$ cat src/rtl/fpacc_ctrl.sv
// Streaming IEEE-754 packet accumulator that drives an external multi-cycle fpadd core
// through a start/done handshake and returns the sum and element count per packet.
module fpacc_ctrl #(
    parameter int COUNT_W = 16,
    parameter int TIMEOUT = 512
) (
    input  logic               clk,
    input  logic               reset,
    input  logic               in_valid,
    output logic               in_ready,
    input  logic [31:0]        in_data,
    input  logic               in_last,
    output logic               add_start,
    output logic [31:0]        add_a,
    output logic [31:0]        add_b,
    input  logic [31:0]        add_sum,
    input  logic               add_done,
    output logic               out_valid,
    input  logic               out_ready,
    output logic [31:0]        out_data,
    output logic [COUNT_W-1:0] out_count,
    output logic               out_err
);

    localparam int TMR_W = (TIMEOUT > 1) ? $clog2(TIMEOUT) : 1;
    localparam logic [TMR_W-1:0]   TMR_LAST  = TMR_W'(TIMEOUT - 1);
    localparam logic [TMR_W-1:0]   TMR_ONE   = TMR_W'(1);
    localparam logic [COUNT_W-1:0] COUNT_ONE = COUNT_W'(1);
    localparam logic [COUNT_W-1:0] COUNT_MAX = {COUNT_W{1'b1}};

    typedef enum logic [1:0] {
        IDLE  = 2'd0,
        ISSUE = 2'd1,
        WAIT  = 2'd2,
        OUT   = 2'd3
    } state_t;

    state_t             state_r, state_s;
    logic [31:0]        acc_r, acc_s;
    logic [31:0]        op_r, op_s;
    logic               last_r, last_s;
    logic [COUNT_W-1:0] count_r, count_s;
    logic               err_r, err_s;
    logic [TMR_W-1:0]   tmr_r, tmr_s;
    logic               in_ready_r, add_start_r, out_valid_r;

    // Signed zeros are treated alike; the adder cannot take either as an operand.
    function automatic logic is_zero(input logic [31:0] x);
        is_zero = (x[30:0] == 31'h0);
    endfunction

    // Next-state and datapath update for the accept/issue/wait/output sequence.
    always_comb begin
        state_s = state_r;
        acc_s   = acc_r;
        op_s    = op_r;
        last_s  = last_r;
        count_s = count_r;
        err_s   = err_r;
        tmr_s   = tmr_r;
        case (state_r)
            IDLE: begin
                if (in_valid) begin
                    op_s   = in_data;
                    last_s = in_last;
                    if (count_r != COUNT_MAX) begin
                        count_s = count_r + COUNT_ONE;
                    end else begin
                        count_s = count_r;
                    end
                    if (is_zero(acc_r)) begin
                        acc_s   = in_data;
                        state_s = in_last ? OUT : IDLE;
                    end else if (is_zero(in_data)) begin
                        state_s = in_last ? OUT : IDLE;
                    end else begin
                        state_s = ISSUE;
                    end
                end else begin
                    state_s = IDLE;
                end
            end
            ISSUE: begin
                tmr_s   = {TMR_W{1'b0}};
                state_s = WAIT;
            end
            WAIT: begin
                if (add_done) begin
                    acc_s   = add_sum;
                    state_s = last_r ? OUT : IDLE;
                end else if (tmr_r == TMR_LAST) begin
                    // Timed-out element stays counted but contributes nothing to the sum.
                    err_s   = 1'b1;
                    state_s = last_r ? OUT : IDLE;
                end else begin
                    tmr_s   = tmr_r + TMR_ONE;
                end
            end
            OUT: begin
                if (out_ready) begin
                    acc_s   = 32'h0;
                    count_s = {COUNT_W{1'b0}};
                    err_s   = 1'b0;
                    state_s = IDLE;
                end else begin
                    state_s = OUT;
                end
            end
            default: begin
                state_s = IDLE;
            end
        endcase
    end

    // State, datapath and registered handshake outputs decoded from the next state.
    always_ff @(posedge clk) begin
        if (reset) begin
            state_r     <= IDLE;
            acc_r       <= 32'h0;
            op_r        <= 32'h0;
            last_r      <= 1'b0;
            count_r     <= {COUNT_W{1'b0}};
            err_r       <= 1'b0;
            tmr_r       <= {TMR_W{1'b0}};
            in_ready_r  <= 1'b1;
            add_start_r <= 1'b0;
            out_valid_r <= 1'b0;
        end else begin
            state_r     <= state_s;
            acc_r       <= acc_s;
            op_r        <= op_s;
            last_r      <= last_s;
            count_r     <= count_s;
            err_r       <= err_s;
            tmr_r       <= tmr_s;
            in_ready_r  <= (state_s == IDLE);
            add_start_r <= (state_s == ISSUE);
            out_valid_r <= (state_s == OUT);
        end
    end

    assign in_ready  = in_ready_r;
    assign add_start = add_start_r;
    assign add_a     = acc_r;
    assign add_b     = op_r;
    assign out_valid = out_valid_r;
    assign out_data  = acc_r;
    assign out_count = count_r;
    assign out_err   = err_r;

endmodule

$ cat config.mk
export PLATFORM = sky130hd
export DESIGN_NAME = fpacc_ctrl
export DESIGN_NICKNAME = d
export VERILOG_FILES = /design/src/rtl/fpacc_ctrl.sv
export SDC_FILE = /design/constraint.sdc
export NUM_CORES = 1
export LEC_CHECK = 0
export ABC_AREA = 1
export CAP_MARGIN = 10
export CORE_AREA = 2 2 107 109
export DETAILED_ROUTE_END_ITERATION = 10
export DIE_AREA = 0 0 109 111
export PLACE_DENSITY = 0.87
export SLEW_MARGIN = 20
export SYNTH_ARGS = -nofsm -noshare
export SYNTH_HDL_FRONTEND = slang
export SYNTH_SLANG_ARGS = --single-unit
$ cat constraint.sdc
create_clock -name clk -period 2 [get_ports clk]
set_input_delay 0.3 -clock clk [delete_from_list [all_inputs] [get_ports clk]]
set_output_delay 0.3 -clock clk [all_outputs]
set_load 0.01 [all_outputs]
==> results.toml, run 1 <==
[sta]
setup_tns_ns = 0
setup_viol = 0
drv_slew = 0
clock_skew_ns = 0.00799
hold_viol_final = 0
slew_headroom_pct = 69.3
fin_hold_ws_ns = 0.477
fmax_ghz = 0.520
timing.final.crit_share_pct = 96.1
worst_slew_pin_slew_ns = 0.458
min_period_ns = 1.92

[synthesis]
yosys-top-cells-area = "dfxtp_1, nor2_1, nand2_1, o21ai_0, a21oi_1"
ys_top_cells_by_count = "nor2_1, nand2_1, dfxtp_1"
syn_nets = 772
avgSynthCellArea_sq_um = 6.81
ys_warn_count = 0
ys_ff_latch = 96
synth_cells = 699
synth_edf_count = 0
yosysMostFrequentCell = "nor2_1"
synth_top_area_share_pct = 40.4
synthDistinctLibCells = 35
ys.flop_type = "dfxtp_1"
yosysTopAreaCell = "dfxtp_1"
async_reset_ff_share_pct = 0
synth_seq_area_share_pct = 40.4
synth_area_sq_um = 4760

[routing]
drt_iter0_drc = 456
via_count = 5069
dr.pass1.iters = 7
drc = 0
via_per_inst = 5.06
drt_wl_total_mm = 14.5
drtAntennaViolNets = 0
post_drt_wl_per_cell_um = 14.5

[layout]
fin_nets = 926
regArea_sq_um = 1920
syn2layout_area_growth_pct = 45.9
drive_above_1_share_pct = 7.58
final_area_sq_um = 6940
fill_cells = 959
multi_input_comb_area_sq_um = 2280
antenna_cells = 0
fin_cells = 1001

[global_routing]
grt_pass1_wl_mm = 22.7
grt_pass1_vias = 4705
track_usage_pct = 23.6
grt_max_degree = 68
overflow = 0
antenna_found_initial = 0

[floorplanning]
coreArea_sq_um = 11100
die_area_sq_um = 12100
die_h_um = 111
initial_utilization_pct = 43.0
die_w_um = 109
pin_count = 186
rows = 39

[placement]
postPlaceCellArea_sq_um = 6570
gp_congestion = 0.878
io_buffers = 185
dp.cells = 980
dpl.hpwl_mm = 10.5

[clock_network]
htreeDepth = 3
root_buffer = "clkbuf_16"
cts_tree = "built"
path_clk_slew_ns = 0.06
clock_latency_ns = 0.34
cts_buffers = 9
clkSinkCount = 96
cts_buffer_depth = 2

[setup_path]
worstSetupPathType = "reg2reg"
crit_path_max_incr_delay_ns = 0.32
worstRegToRegCells = 15
path_cells = "ha_2, nand2_2, nor2_4, nand2_2, nor3_2, ha_2, inv_1, nand3_2, nand2_4, nand2_4, nor3b_4, nand2_1, nand2_1, inv_1, nor2_1"
critPathLaunchType = "register"
crit_required_ns = 2.28
arrival_ns = 2.20
worst_setup_path_end_kind = "register"
critPathMaxFanout = 7
crit_slowest_cell = "dfxtp_1"

[power]
max-vdd-ir-drop_mv = 0.384
power_density_nw_per_um2 = 868
p_leak_nw = 2.74

[hold_path]
hold-path-cell-count = 2
hp-class = "reg2reg"

[flow_run]
max_cap_viol_count = 0

[outcome]
run_status = "complete, no violations"
[kinds of logic after synthesis]
group	Yosys count	synth area share (%)
AOI/OAI and AO/OA	161	17.7
adders and majority gates	3	0.789
DFF	96	40.4
buffers and inverters	125	13.1
and+or+nand+nor	302	25.7
xor gates and xnor gates	12	2.21
[cell usage in the layout (no fill, tap or decap), types with 2 or more instances in the layout]
| master | netlist | final |
|---|---|---|
| nor2_4 | 1 | 2 |
| nor3_2 | 0 | 2 |
| o21ai_1 | 4 | 4 |
| inv_1 | 55 | 54 |
| xor2_1 | 11 | 11 |
| nor3_1 | 7 | 5 |
| o21ai_2 | 2 | 2 |
| clkinvlp_4 | 0 | 2 |
| nand3_2 | 0 | 2 |
| nand2_2 | 5 | 5 |
| dfxtp_1 | 96 | 96 |
| nand3_1 | 15 | 13 |
| clkdlybuf4s50_1 | 0 | 185 |
| ha_2 | 0 | 3 |
| nand4_1 | 6 | 6 |
| o21ai_0 | 94 | 94 |
| clkbuf_16 | 0 | 9 |
| nand2_1 | 130 | 128 |
| inv_2 | 6 | 6 |
| buf_4 | 32 | 18 |
| buf_12 | 0 | 4 |
| clkinv_2 | 0 | 2 |
| a21oi_1 | 52 | 52 |
| nor2_1 | 131 | 130 |
| clkbuf_1 | 13 | 2 |
| nand2_4 | 1 | 2 |
| and2_1 | 3 | 3 |
| o21bai_1 | 2 | 2 |
[report_power, final]
group	switching (W)	internal, W	total [W]
combinational	0.00101	0.00106	0.00208
sequential	0.000219	0.00216	0.00238
clock	0.000728	0.000842	0.00157
total	0.00196	0.00407	0.00603
[layout make-up]
class | count | share of cell area, %
Multi-Input combinational cell | 478 | 32.8
Timing Repair Buffer | 207 | 29.8
Sequential cell | 96 | 27.7
Clock buffer | 11 | 3.35
Inverter | 61 | 3.30
Tap cell | 143 | 2.58
Clock inverter | 5 | 0.487
[path summary, 6_finish.rpt]
kind / startpoint / to / slack (ns)
max: tmr_r[1]$_SDFFE_PP0P_ / tmr_r[7]$_SDFFE_PP0P_ / 0.08
min: last_r$_SDFFE_PP0P_ / last_r$_SDFFE_PP0P_ / 0.48
max reg2reg: tmr_r[1]$_SDFFE_PP0P_ / tmr_r[7]$_SDFFE_PP0P_ / 0.08
min reg2reg: last_r$_SDFFE_PP0P_ / last_r$_SDFFE_PP0P_ / 0.48
[worst max-delay path, delay by kind of cell, from the launching register on]
family                   cells  cell delay (ns)
buffers and inverters        2             0.13
flip-flops                   1             0.32
adder cells (fa/ha/maj)      2             0.38
AND/OR/NAND/NOR             11             1.02
[routing by layer]
layer	up-vias	GRT usage [%]	wire length [um]
met5	-	0	0
li1	2516	-	-
met1	2328	29.0	5910
met2	198	40.7	7360
met3	27	3.76	914
met4	0	8.97	345
[flip-flops by register name, indices dropped and copies added (netlist names)]
signal	flops
add_a	32
state_r	2
add_start	1
tmr_r	9
add_b	32
last_r	1
in_ready	1
out_err	1
out_valid	1
out_count	16
[through the flow]
step / setup slack, ns / total power (W) / utilization, %
global placement: 0.0998 / 0.00442 / 59.3
global route: -0.0355 / 0.00636 / 62.7
finish: 0.0772 / 0.00603 / 62.7
detailed placement: -0.0384 / 0.00446 / 59.3
CTS: 0.0183 / 0.00604 / 62.0
floorplan: 0.185 / 0.00350 / -
[what timing repair did]
action | 4_1_cts | 5_1_grt
pin swaps | 3 | 5
setup endpoints to repair | 2 | 25
hold buffers | 0 | 0
buffers inserted | 3 | 2
resized for setup | 2 | 13
Note: power is estimated with default switching activity, not from simulation.
==> run 2, diff against run 1 <==
PLACE_DENSITY = 0.9   (was 0.87)
==> run 2 against run 1 <==
Against the previous run: non-clock buffer count fell by 3; maximum frequency rose by 3.3%; final area down 0.45%; die area stayed put; worst setup slack gained 0.061 ns; final cell count shrank 0.30%; register-to-register slack gained 0.06 ns; global-route usage fell by 0.20 points; count of clock-buffer cells in the layout up 1; flip-flop and latch count did not move; wire length fell by 1.1%; highest routed layer unchanged.
==> results.toml, run 2 (synthesized netlist as in run 1, its figures left out) <==
[setup_path]
path_common_cell = "nand2_1"
critPathMaxFanout = 7
arrival_ns = 2.14
worstSetupPathType = "reg2reg"
crit_required_ns = 2.28
crit_slowest_cell = "dfxtp_1"
r2r_end = "tmr_r[7]$_SDFFE_PP0P_"
path_cells = "ha_2, nand2_1, nor2_2, nand2_2, nor3_2, ha_2, inv_2, nand3_2, nand2_4, nand2_2, nor3b_4, nand2_1, nand2_1, inv_1, nor2_1"
r2r_slack_ns = 0.14
worstRegToRegCells = 15
critPathLaunchType = "register"
worstReg2RegStart = "tmr_r[0]$_SDFFE_PP0P_"
crit_path_max_incr_delay_ns = 0.32
worst_setup_path_end_kind = "register"

[sta]
timing.final.crit_share_pct = 93.1
finalWorstSetupSlack_ns = 0.139
drv_slew = 0
hold_viol_final = 0
fin_hold_ws_ns = 0.471
slew_headroom_pct = 72.5
min_period_ns = 1.86
fmax_ghz = 0.537
worst_slew_pin_slew_ns = 0.411
setup_viol = 0
clock_skew_ns = 0.00857

[clock_network]
clock_latency_ns = 0.34
cts_buffers = 9
cts_hold_buf = 0
root_buffer = "clkbuf_16"
htreeDepth = 3
path_clk_slew_ns = 0.07
clkSinkCount = 96
cts_tree = "built"
cts_buffer_depth = 2

[layout]
drive_above_1_share_pct = 7.25
final_area_sq_um = 6910
antenna_cells = 0
final_cell_mix = "clkdlybuf4s50_1, nor2_1, nand2_1, dfxtp_1, o21ai_0"
fin_cells = 998
syn2layout_area_growth_pct = 45.2
fin_nets = 923
layout_commonest_cell = "clkdlybuf4s50_1"

[placement]
place_ws_ns = 0.000345
dp.cells = 979
io_buffers = 185
dpl.hpwl_mm = 10.5
gp_congestion = 0.896
postPlaceCellArea_sq_um = 6550

[routing]
post_drt_wl_per_cell_um = 14.4
drtAntennaViolNets = 0
dr.pass1.iters = 6
drc = 0
via_count = 5075
drt_iter0_drc = 424
drt_wl_total_mm = 14.4
via_per_inst = 5.09

[power]
power_w = 0.00611
max-vdd-ir-drop_mv = 0.472
power_density_nw_per_um2 = 884
p_leak_nw = 2.72

[floorplanning]
pin_count = 186
rows = 39
coreArea_sq_um = 11100
die_h_um = 111
die_area_sq_um = 12100
initial_utilization_pct = 43.0
die_w_um = 109

[global_routing]
antenna_found_initial = 0
track_usage_pct = 23.4
overflow = 0
grt_max_degree = 68
grt_pass1_vias = 4675
grt_pass1_wl_mm = 22.6

[hold_path]
hp-start = "last_r$_SDFFE_PP0P_"
hold-path-cell-count = 2
holdPathEnd = "last_r$_SDFFE_PP0P_"
hp-class = "reg2reg"

[flow_run]
max_cap_viol_count = 0

[outcome]
run_status = "complete, no violations"
[run 2: changes by cell type in the layout (fill, tap and decap cells not counted), sizes merged]
cell / before / now
buf: 22 / 19
clkinv: 4 / 1
clkbuf: 11 / 12
clkinvlp: 2 / 3
inv: 60 / 61
[run 2: layout make-up]
type                       count  area (sq um)
clock buffer                  12           267
clock inverter                 4          27.5
fill                         905          4170
tap                          143           179
sequential                    96          1920
inverter                      61           229
timing repair buffer         204          2030
multi-input combinational    478          2250
[run 2: worst max-delay path: cells and delay by family, from the launching register on]
family                   cells  cell delay (ns)
buffers and inverters        2             0.10
adder cells (fa/ha/maj)      2             0.37
flip-flops                   1             0.32
AND/OR/NAND/NOR             11             1.02
[run 2: per-layer routing]
metal,GRT usage [%],up-vias,share of wire (%)
met5,0,-,0
met4,10.6,0,3.0
met3,5.41,36,7.2
met2,39.7,236,49
met1,27.6,2295,40
li1,-,2508,-
[run 2: report_power, final]
group / internal (W) / total (W) / switching [W]
sequential: 0.00216 / 0.00239 / 0.000228
clock: 0.000943 / 0.00167 / 0.000730
combinational: 0.00105 / 0.00204 / 0.000996
total: 0.00415 / 0.00611 / 0.00195
[run 2: what timing repair did]
action | CTS | global route
resized for setup | 0 | 11
endpoints found under the setup margin | 1 | 24
buffers inserted | 1 | 2
pin swaps | 1 | 2
[run 2: worst max path at each step]
stage          slack, ns               endpoint                  start  cells past startpoint
5_1_grt            -0.02  tmr_r[7]$_SDFFE_PP0P_  tmr_r[0]$_SDFFE_PP0P_                     15
3_5_place_dp      0.0003  tmr_r[7]$_SDFFE_PP0P_  tmr_r[0]$_SDFFE_PP0P_                     14
4_1_cts             0.01  tmr_r[7]$_SDFFE_PP0P_  tmr_r[0]$_SDFFE_PP0P_                     15
6_report            0.14  tmr_r[7]$_SDFFE_PP0P_  tmr_r[0]$_SDFFE_PP0P_                     15
2_1_floorplan       0.18  tmr_r[4]$_SDFFE_PP0P_  tmr_r[0]$_SDFFE_PP0P_                     12
3_3_place_gp        0.11  tmr_r[7]$_SDFFE_PP0P_  tmr_r[0]$_SDFFE_PP0P_                     15
[run 2: stage by stage]
stage / setup TNS, ns / util [%]
floorplan: 0 / -
global placement: 0 / 59.1
detailed placement: 0 / 59.1
CTS: 0 / 61.9
global route: -0.0425 / 62.4
finish: 0 / 62.4
==> run 3, diff against run 2 <==
CORE_AREA = 2 2 91 129   (was 2 2 107 109)
DIE_AREA = 0 0 93 131   (was 0 0 109 111)
GPL_TIMING_DRIVEN = 1   (was not set)
PLACE_DENSITY = 0.89   (was 0.9)
==> run 3 against run 2 <==
Against the previous run: via count decreased by 0.79%; clock skew about the same; total power decreased by 1.6%; highest routed layer unchanged; sequential power about the same.
==> results.toml, run 3 (synthesized netlist as in run 1, its figures left out) <==
[sta]
timing.final.crit_share_pct = 94.0
hold_viol_final = 0
worst_slew_pin_slew_ns = 0.461
slew_headroom_pct = 69.1
setup_viol = 0
fmax_ghz = 0.532
min_period_ns = 1.88
clock_skew_ns = 0.00886
rsz0062_at_grt = "false"
drv_slew = 0

[hold_path]
hp-class = "reg2reg"
hp-start = "out_err$_SDFFE_PP0P_"
hold-path-cell-count = 2
holdPathEnd = "out_err$_SDFFE_PP0P_"

[global_routing]
grt_pass1_vias = 4663
grt_max_degree = 38
track_usage_pct = 23.0
antenna_found_initial = 0
overflow = 0
grt_pass1_wl_mm = 22.1

[placement]
postPlaceCellArea_sq_um = 6560
dp.cells = 982
io_buffers = 185
gp_congestion = 0.873
dpl.hpwl_mm = 10.8

[setup_path]
path_cells = "ha_2, nand2_2, nor2_4, nand2_2, nor3_2, ha_2, inv_2, nand3_4, buf_4, nand2_2, o221a_2"
r2r_slack_ns = 0.12
crit_required_ns = 2.23
crit_cells = 11
critPathBufInv = 2
crit_slowest_cell = "dfxtp_1"
arrival_ns = 2.11
path_common_cell = "nand2_2"
crit_family = "simple AND/OR/NAND/NOR gates"
worstReg2RegStart = "tmr_r[0]$_SDFFE_PP0P_"
worstRegToRegCells = 11
critPathMaxFanout = 4
crit_path_max_incr_delay_ns = 0.34
critPathLaunchType = "register"
r2r_end = "tmr_r[8]$_SDFFE_PP0P_"
worst_setup_path_end_kind = "register"
worstSetupPathType = "reg2reg"

[layout]
antenna_cells = 0
final_cell_mix = "clkdlybuf4s50_1, nor2_1, nand2_1, dfxtp_1, o21ai_0"
drive_above_1_share_pct = 7.35
syn2layout_area_growth_pct = 45.1
final_area_sq_um = 6900
fin_nets = 925
layout_commonest_cell = "clkdlybuf4s50_1"
fin_cells = 1001
post-route-util_pct = 62.5

[routing]
drtAntennaViolNets = 0
dr.pass1.iters = 4
via_per_inst = 5.03
post_drt_wl_per_cell_um = 14.4
drt_wl_total_mm = 14.5
drc = 0
drt_iter0_drc = 209
via_count = 5035

[power]
switchingPower_w = 0.00192
p_comb_share_pct = 34.1
p_leak_nw = 2.74
power_density_nw_per_um2 = 870
internal_power_w = 0.00408
swShare_pct = 32.0
max-vdd-ir-drop_mv = 0.448
power_w = 0.00601
power_frac_clock_pct = 26.5
p_seq_share_pct = 39.3

[flow_run]
max_cap_viol_count = 0

[clock_network]
path_clk_slew_ns = 0.07
cts_buffer_depth = 2
cts_hold_buf = 0
htreeDepth = 3
cts_tree = "built"
clkSinkCount = 96
clock_latency_ns = 0.34
root_buffer = "clkbuf_16"
cts_buffers = 9

[floorplanning]
initial_utilization_pct = 43.1
die_h_um = 131
rows = 46
coreArea_sq_um = 11100
pin_count = 186
die_area_sq_um = 12200
die_w_um = 93

[outcome]
run_status = "complete, no violations"
[run 3: cell types whose count changed in the layout (fill, tap and decap cells not counted), sizes merged]
cell,change
buf,+1
nand2,+1
clkinv,+5
clkinvlp,-3
inv,-1
clkbuf,-1
[run 3: worst max-delay path by stage]
stage,slack (ns),endpoint,startpoint
floorplan,0.18,tmr_r[4]$_SDFFE_PP0P_,tmr_r[0]$_SDFFE_PP0P_
global placement,0.07,tmr_r[7]$_SDFFE_PP0P_,tmr_r[0]$_SDFFE_PP0P_
detailed placement,-0.04,tmr_r[4]$_SDFFE_PP0P_,tmr_r[0]$_SDFFE_PP0P_
CTS,0.03,tmr_r[7]$_SDFFE_PP0P_,tmr_r[0]$_SDFFE_PP0P_
global route,0.01,tmr_r[7]$_SDFFE_PP0P_,tmr_r[0]$_SDFFE_PP0P_
finish,0.12,tmr_r[8]$_SDFFE_PP0P_,tmr_r[0]$_SDFFE_PP0P_
[run 3: final cells by class]
class,count,area (sq um)
multi-input cells,479,2270
well taps,144,180
fillers,970,4150
clock inverters,5,32.5
repair buffers,205,2030
inverters,61,229
flip-flops and latches,96,1920
clock buffers,11,243
[run 3: stage by stage]
step / setup TNS, ns / setup slack [ns] / hold slack [ns]
2_1_floorplan: 0 / 0.185 / 0.378
3_3_place_gp: 0 / 0.0669 / 0.453
3_5_place_dp: -0.165 / -0.0411 / 0.460
4_1_cts: 0 / 0.0254 / 0.467
5_1_grt: 0 / 0.00952 / 0.493
6_report: 0 / 0.120 / 0.458
[run 3: power groups by stage]
stage / clock network, W / logic, W / registers, W
floorplan: 0 / 0.00102 / 0.00248
global route: 0.00170 / 0.00223 / 0.00239
detailed placement: 0 / 0.00204 / 0.00240
global placement: 0 / 0.00199 / 0.00239
CTS: 0.00162 / 0.00205 / 0.00236
finish: 0.00159 / 0.00205 / 0.00236
[run 3: per-layer routing]
| layer | vias to the layer above | global-route usage, % | part of all wire (%) |
|---|---|---|---|
| li1 | 2506 | - | - |
| met1 | 2302 | 24.8 | 38 |
| met3 | 33 | 4.24 | 6.1 |
| met2 | 194 | 43.0 | 53 |
| met4 | 0 | 10.9 | 3.0 |
| met5 | - | 0 | 0 |
[run 3: worst min-delay path, delay by kind of cell (launching register included)]
family | cells | cell delay [ns]
flops | 1 | 0.31
simple gates | 1 | 0.06
compound gates | 1 | 0.05
[run 3: repair_timing]
action,CTS,global route
pin swaps,2,3
endpoints found under the setup margin,7,13
gates cloned,1,0
endpoints found under the hold margin,0,0
buffers inserted,0,2
resized for setup,4,9
